**config.mk**
```make
export PLATFORM = sky130hd
export DESIGN_NAME = ntt_butterfly_flat
export DESIGN_NICKNAME = d
export VERILOG_FILES = /design/src/rtl/ntt_pkg.sv /design/src/rtl/ntt_butterfly_if.sv /design/src/rtl/barrett_reduce.sv /design/src/rtl/ntt_butterfly.sv /design/src/flat_wrapper.sv
export SDC_FILE = /design/constraint.sdc
export NUM_CORES = 1
export LEC_CHECK = 0
export ABC_AREA = 1
export CAP_MARGIN = 20
export CORE_ASPECT_RATIO = 0.8
export CORE_MARGIN = 4
export CORE_UTILIZATION = 45
export DETAILED_ROUTE_END_ITERATION = 12
export PLACE_DENSITY = 0.64
export SKIP_CTS_REPAIR_TIMING = 1
export SYNTH_ARGS = -nofsm -noshare
export SYNTH_HDL_FRONTEND = slang
export SYNTH_SLANG_ARGS = --single-unit
```
**constraint.sdc**
```tcl
create_clock -name clk -period 8.66 [get_ports clk]
set_input_delay 0.866 -clock clk [delete_from_list [all_inputs] [get_ports clk]]
set_output_delay 0.866 -clock clk [all_outputs]
set_load 0.05 [all_outputs]
```
**src/rtl/ntt_pkg.sv**
```systemverilog
// ntt_pkg: shared Kyber NTT constants, types and modular add/sub helpers
package ntt_pkg;
  localparam int KYBER_Q = 3329;
  localparam int COEF_W = 12;
  localparam int TAG_W = 8;
  localparam int BARRETT_M = 5039;
  localparam int BARRETT_SHIFT = 24;
  localparam int PROD_W = 2 * COEF_W;
  localparam int MPROD_W = PROD_W + 12;
  localparam logic [COEF_W:0] Q_EXT = (COEF_W + 1)'(KYBER_Q);
  typedef enum logic {MODE_CT = 1'b0, MODE_GS = 1'b1} mode_e;
  typedef logic [COEF_W-1:0] coef_t;
  // (x + y) mod Q for x, y < Q: at most one subtraction of Q is needed
  function automatic coef_t mod_add(coef_t x, coef_t y);
    logic [COEF_W:0] s;
    logic [COEF_W:0] r;
    s = {1'b0, x} + {1'b0, y};
    r = s >= Q_EXT ? s - Q_EXT : s;
    return r[COEF_W-1:0];
  endfunction
  // (x - y) mod Q for x, y < Q: the 13-bit sign bit selects the +Q fix-up
  function automatic coef_t mod_sub(coef_t x, coef_t y);
    logic [COEF_W:0] d;
    logic [COEF_W:0] r;
    d = {1'b0, x} - {1'b0, y};
    r = d[COEF_W] ? d + Q_EXT : d;
    return r[COEF_W-1:0];
  endfunction
endpackage

```
**src/rtl/ntt_butterfly_if.sv**
```systemverilog
// ntt_butterfly_if: valid/ready operand and result bus of the butterfly
interface ntt_butterfly_if;
  import ntt_pkg::*;
  logic in_valid;
  logic in_ready;
  logic mode;
  coef_t a_in;
  coef_t b_in;
  coef_t zeta;
  logic [TAG_W-1:0] tag_in;
  logic out_valid;
  logic out_ready;
  coef_t a_out;
  coef_t b_out;
  logic [TAG_W-1:0] tag_out;
  modport master (
    output in_valid, mode, a_in, b_in, zeta, tag_in, out_ready,
    input in_ready, out_valid, a_out, b_out, tag_out
  );
  modport slave (
    input in_valid, mode, a_in, b_in, zeta, tag_in, out_ready,
    output in_ready, out_valid, a_out, b_out, tag_out
  );
endinterface

```
**src/rtl/barrett_reduce.sv**
```systemverilog
// barrett_reduce: two-stage p mod Q for p < Q^2 (quotient registered, remainder fixed combinationally)
module barrett_reduce
  import ntt_pkg::*;
(
  input  logic              clk,
  input  logic              rst,
  input  logic              en_i,
  input  logic [PROD_W-1:0] p_i,
  output coef_t             r_o
);
  logic [MPROD_W-1:0] pm;
  logic [PROD_W-1:0] qq;
  logic [COEF_W:0] rem;
  coef_t qhat_d;
  coef_t qhat_q;
  logic [PROD_W-1:0] p_q;
  // quotient estimate never exceeds Q-1, so 12 bits hold it; p*M stays below 2^36
  always_comb begin
    pm = MPROD_W'(p_i) * MPROD_W'(BARRETT_M);
    qhat_d = COEF_W'(pm >> BARRETT_SHIFT);
  end
  // capture product and quotient estimate together
  always_ff @(posedge clk or posedge rst) begin
    if (rst) begin
      p_q <= '0;
      qhat_q <= '0;
    end else if (en_i) begin
      p_q <= p_i;
      qhat_q <= qhat_d;
    end
  end
  // estimate is short by at most one, so the remainder lies in [0, 2Q) and fits 13 bits
  always_comb begin
    qq = PROD_W'(qhat_q) * PROD_W'(KYBER_Q);
    rem = (COEF_W + 1)'(p_q - qq);
    r_o = rem >= Q_EXT ? COEF_W'(rem - Q_EXT) : COEF_W'(rem);
  end
endmodule

```
**src/rtl/ntt_butterfly.sv**
```systemverilog
// ntt_butterfly: 4-stage pipelined Kyber CT/GS butterfly with valid/ready flow control
module ntt_butterfly
  import ntt_pkg::*;
(
  input logic clk,
  input logic rst,
  ntt_butterfly_if.slave bus
);
  logic adv;
  logic v1_q, v2_q, v3_q, v4_q;
  mode_e m1_q, m2_q, m3_q;
  logic [TAG_W-1:0] t1_q, t2_q, t3_q, t4_q;
  coef_t ap1_d, mx1_d, ap1_q, mx1_q, z1_q, ap2_q, ap3_q, r3, a4_d, b4_d, a4_q, b4_q;
  logic [PROD_W-1:0] p2_q;
  assign adv = !v4_q || bus.out_ready;
  assign bus.in_ready = adv;
  assign bus.out_valid = v4_q;
  assign bus.a_out = a4_q;
  assign bus.b_out = b4_q;
  assign bus.tag_out = t4_q;
  // GS adds/subtracts before the multiply; CT passes a and multiplies b
  always_comb begin
    ap1_d = bus.mode == MODE_GS ? mod_add(bus.a_in, bus.b_in) : bus.a_in;
    mx1_d = bus.mode == MODE_GS ? mod_sub(bus.a_in, bus.b_in) : bus.b_in;
  end
  // S1 and S2: input capture and 12x12 product, shifting only when the output can move
  always_ff @(posedge clk or posedge rst) begin
    if (rst) begin
      v1_q <= 1'b0;
      m1_q <= MODE_CT;
      t1_q <= '0;
      ap1_q <= '0;
      mx1_q <= '0;
      z1_q <= '0;
      v2_q <= 1'b0;
      m2_q <= MODE_CT;
      t2_q <= '0;
      ap2_q <= '0;
      p2_q <= '0;
    end else if (adv) begin
      v1_q <= bus.in_valid;
      m1_q <= mode_e'(bus.mode);
      t1_q <= bus.tag_in;
      ap1_q <= ap1_d;
      mx1_q <= mx1_d;
      z1_q <= bus.zeta;
      v2_q <= v1_q;
      m2_q <= m1_q;
      t2_q <= t1_q;
      ap2_q <= ap1_q;
      p2_q <= PROD_W'(mx1_q) * PROD_W'(z1_q);
    end
  end
  barrett_reduce u_barrett (
    .clk  (clk),
    .rst  (rst),
    .en_i (adv),
    .p_i  (p2_q),
    .r_o  (r3)
  );
  // CT finishes with add/sub of the reduced product; GS already has both results
  always_comb begin
    a4_d = m3_q == MODE_CT ? mod_add(ap3_q, r3) : ap3_q;
    b4_d = m3_q == MODE_CT ? mod_sub(ap3_q, r3) : r3;
  end
  // S3 side-band and S4 output register
  always_ff @(posedge clk or posedge rst) begin
    if (rst) begin
      v3_q <= 1'b0;
      m3_q <= MODE_CT;
      t3_q <= '0;
      ap3_q <= '0;
      v4_q <= 1'b0;
      t4_q <= '0;
      a4_q <= '0;
      b4_q <= '0;
    end else if (adv) begin
      v3_q <= v2_q;
      m3_q <= m2_q;
      t3_q <= t2_q;
      ap3_q <= ap2_q;
      v4_q <= v3_q;
      t4_q <= t3_q;
      a4_q <= a4_d;
      b4_q <= b4_d;
    end
  end
endmodule

```
**src/flat_wrapper.sv**
```systemverilog
// flat-port wrapper written by rule: the top's interface ports become plain ports
module ntt_butterfly_flat import ntt_pkg::*;
  (clk, rst, bus_in_valid, bus_mode, bus_a_in, bus_b_in, bus_zeta, bus_tag_in, bus_out_ready, bus_in_ready, bus_out_valid, bus_a_out, bus_b_out, bus_tag_out);
  ntt_butterfly_if bus_i ();
  input logic clk;
  input logic rst;
  input wire logic [$bits(bus_i.in_valid)-1:0] bus_in_valid;
  input wire logic [$bits(bus_i.mode)-1:0] bus_mode;
  input wire logic [$bits(bus_i.a_in)-1:0] bus_a_in;
  input wire logic [$bits(bus_i.b_in)-1:0] bus_b_in;
  input wire logic [$bits(bus_i.zeta)-1:0] bus_zeta;
  input wire logic [$bits(bus_i.tag_in)-1:0] bus_tag_in;
  input wire logic [$bits(bus_i.out_ready)-1:0] bus_out_ready;
  output wire logic [$bits(bus_i.in_ready)-1:0] bus_in_ready;
  output wire logic [$bits(bus_i.out_valid)-1:0] bus_out_valid;
  output wire logic [$bits(bus_i.a_out)-1:0] bus_a_out;
  output wire logic [$bits(bus_i.b_out)-1:0] bus_b_out;
  output wire logic [$bits(bus_i.tag_out)-1:0] bus_tag_out;
  assign bus_i.in_valid = bus_in_valid;
  assign bus_i.mode = bus_mode;
  assign bus_i.a_in = bus_a_in;
  assign bus_i.b_in = bus_b_in;
  assign bus_i.zeta = bus_zeta;
  assign bus_i.tag_in = bus_tag_in;
  assign bus_i.out_ready = bus_out_ready;
  assign bus_in_ready = bus_i.in_ready;
  assign bus_out_valid = bus_i.out_valid;
  assign bus_a_out = bus_i.a_out;
  assign bus_b_out = bus_i.b_out;
  assign bus_tag_out = bus_i.tag_out;
  ntt_butterfly u_core (.clk(clk), .rst(rst), .bus(bus_i));
endmodule
```
==> impl_metrics.csv <==
group,metric,value,unit
timing,hold_viol,0,
clock_network,root_buffer,"clkbuf_16",
drt,drc,0,
drt,wl_per_cell,15.49,µm
critical_path,setup.worst_path.class,"reg2reg",
outcome,status,"completed",
critical_path,cp_slowest_cell,"fa_1",
timing,drv_slew,0,
job,drv_cap,0,
logic_synthesis,syn_area,21330,µm²
clock_network,cts_tree,"done",
drt,dr.pass1.iters,5,
critical_path,crit_required,8990,ps
logic_synthesis,synth_cell_types,52,
global_route,grtUsageTotal,0.2091,
placement,place_congestion,0.9243,
timing,tightest_slew,823.4,ps
die,die-area,50960,µm²
timing,relSlewSlack,0.4511,
logic_synthesis,synth_nets,3215,
critical_path,path_common_cell,"nand2_1",
timing,max_freq,132.2,MHz
timing,layout_setup_ws,1098,ps
timing,finalSetupViolations,0,
critical_path,worstPathMaxFanout,13,
logic_synthesis,synth-edff-count,0,
drt,dr.first_iter.drc_count,980,
placement,place_hpwl,41670,µm
global_route,grt_max_degree,144,
timing,finalSetupTns,0,ps
timing,rsz0062_at_grt,"false",
clock_network,insertion_delay,460,ps
die,io_pins,83,
clock_network,clock-sinks,172,
clock_network,clk_pin_slew_worst_paths,80,ps
logic_synthesis,synth-seq-area-share,0.2018,
logic_synthesis,synth_compound_area_frac,0.08888,
drt,vias_per_cell,5.049,
drt,drt_wl_total,51500,µm
drt,num_vias,16783,
logic_synthesis,synth_seq_cells,172,
critical_path,cp-start-kind,"flop",
critical_path,arrival,7890,ps
critical_path,critPathCaptureType,"flop",
global_route,grt_pass1_vias,16851,
logic_synthesis,postSynth.asyncResetShare,1.000,
global_route,grt_pass1_wl,86760,µm
global_route,grtUsageMet2,0.3167,
die,rows,71,
logic_synthesis,synth_ff_type,"dfrtp_1",
logic_synthesis,synth_top_family_by_area,"adder cells",
logic_synthesis,synth_warnings,0,
logic_synthesis,avgSynthCellArea,8.027,µm²
die,start_util,0.4547,
drt,antenna_left,0,
logic_synthesis,synthCells,2657,
cells_and_area,drive_above_1_share,0.04218,
global_route,antenna_found_initial,1,
cells_and_area,area_growth,9.287,%
timing,fin_crit_sh,0.8732,
global_route,grt-busiest-layer,"met2",
clock_network,cts_buffers,17,
global_route,met3_usage,0.04060,
die,core,46910,µm²
placement,portBuffers,82,
global_route,gr-usage-met1,0.3115,
timing,skew,13.10,ps
critical_path,worst_path_largest_cell_delay,510,ps
placement,dp_slack,849.1,ps
clock_network,htree_num_levels,4,
clock_network,cts_buffer_depth,2,
die,die_w,251.4,µm
logic_synthesis,synthMuxAreaShare,0,
logic_synthesis,yosys.area_share.adder,0.3817,
die,die_h,202.7,µm
cells_and_area,nNetsFinal,3248,
logic_synthesis,yosys.area_share.xor_xnor,0.03508,
global_route,gr-total-overflow,0,
logic_synthesis,yosys.area_share.simple,0.1856,
cells_and_area,utilization,0.4969,
timing,fin_crit,7562,ps
worst_hold_path,hold_class,"reg2reg",
[area by class of cell]
cell class / count / area, µm²
diodes: 1 / 2.502
clock buffers: 19 / 432.9
clock inverters: 13 / 122.6
fillers: 4467 / 23600
inverters: 527 / 1988
multi-input cells: 1880 / 14750
flip-flops and latches: 172 / 4304
well taps: 620 / 775.7
repair buffers: 92 / 928.4
[placed cells by master (no fill, tap or decap), drive strengths merged]
cell type / netlist / routed
a211oi: 1 / 1
a21boi: 6 / 6
a21o: 4 / 4
a21oi: 116 / 116
a221oi: 1 / 1
a31oi: 18 / 18
and2: 1 / 1
and3: 1 / 1
buf: 6 / 10
clkbuf: 72 / 19
clkdlybuf4s50: 0 / 82
clkinv: 4 / 7
dfrtp: 172 / 172
diode: 0 / 1
fa: 236 / 236
ha: 273 / 273
inv: 523 / 533
nand2: 713 / 713
nand3: 83 / 83
nand3b: 7 / 7
nand4: 19 / 19
nor2: 90 / 90
nor2b: 1 / 1
nor3: 15 / 15
nor4: 3 / 3
o2111ai: 1 / 1
o211ai: 9 / 9
o21a: 5 / 5
o21ai: 151 / 151
o21ba: 1 / 1
o21bai: 14 / 14
o221ai: 4 / 4
o22ai: 5 / 5
o31ai: 6 / 6
or2: 13 / 13
or3: 1 / 1
xnor2: 22 / 22
xor2: 60 / 60
[logic make-up (layout without fill, tap and decap cells)]
kind of cell    Yosys count  after routing
other cells               0              1
buf+inv                 605            651
xor+xnor                 82             82
fa+ha+maj               509            509
flops                   172            172
compound gates          342            342
simple gates            947            947
[flip-flops by register name, summed over array words and instances, names as in the netlist]
register and count:
u_core.z1_q 12, u_core.v3_q 1, u_core.bus.out_valid 1, u_core.m2_q 1, u_core.ap3_q 12, u_core.ap1_q 12
u_core.ap2_q 12, u_core.bus.b_out 12, u_core.bus.a_out 12, u_core.v2_q 1, u_core.t1_q 8, u_core.p2_q 24
u_core.t3_q 8, u_core.m1_q 1, u_core.t2_q 8, u_core.u_barrett.qhat_q 12, u_core.m3_q 1, u_core.u_barrett.p_q 13
u_core.bus.tag_out 8, u_core.mx1_q 12, u_core.v1_q 1
[path summary, 6_finish.rpt]
check | start | to | slack (ps) | depth (start not counted)
max | u_core.u_barrett.p_q[3]$_DFFE_PP0P_ | u_core.bus.a_out[6]$_DFFE_PP0P_ | 1100 | 40
min | u_core.v3_q$_DFFE_PP0P_ | u_core.bus.out_valid$_DFFE_PP0P_ | 460 | 2
max reg2reg | u_core.u_barrett.p_q[3]$_DFFE_PP0P_ | u_core.bus.a_out[6]$_DFFE_PP0P_ | 1100 | 40
min reg2reg | u_core.v3_q$_DFFE_PP0P_ | u_core.bus.out_valid$_DFFE_PP0P_ | 460 | 2
max in group asynchronous | rst | u_core.z1_q[7]$_DFFE_PP0P_ | 6330 | 4
min in group asynchronous | rst | u_core.t3_q[7]$_DFFE_PP0P_ | 790 | 2
[per-layer routing]
layer  up-vias  share of wire
met5         -              0
met4         0          0.018
met3        62          0.043
met2       317           0.44
met1      8117           0.50
li1       8287              -
[stage by stage]
stage | instances | area [µm²] | hold slack, ps
3_5_place_dp | 3290 | 22720 | 452.7
3_3_place_gp | 3290 | 22720 | 434.2
6_report | 3324 | 23310 | 461.7
2_1_floorplan | 2657 | 21330 | 419.8
5_1_grt | 3324 | 23310 | 493.6
4_1_cts | 3322 | 23270 | 468.2
[Yosys cell counts, types with 18 or more instances]
| cell | number | share of area |
|---|---|---|
| a31oi_1 | 18 | 0.0053 |
| nand4_1 | 18 | 0.0053 |
| dfrtp_1 | 172 | 0.20 |
| nand3_1 | 76 | 0.018 |
| xor2_1 | 56 | 0.023 |
| xnor2_1 | 22 | 0.0090 |
| a21oi_1 | 113 | 0.027 |
| nand2_2 | 22 | 0.0065 |
| nand2_1 | 688 | 0.12 |
| o21ai_1 | 21 | 0.0049 |
| o21ai_0 | 129 | 0.030 |
| ha_1 | 273 | 0.16 |
| nor2_1 | 84 | 0.015 |
| fa_1 | 236 | 0.22 |
| inv_1 | 514 | 0.090 |
| clkbuf_1 | 72 | 0.013 |
[critical path, delay by kind of cell (launching register included)]
family | cells | cell delay [ps]
xor gates and xnor gates | 2 | 580
adders and majority gates | 6 | 2400
and+or+nand+nor | 21 | 2430
AOI/OAI and AO/OA | 6 | 1160
buffers and inverters | 5 | 480
DFF | 1 | 380
Power is left out: the tool's default activity adds up to more than one toggle a clock period on the data nets, which glitch-free logic cannot reach.
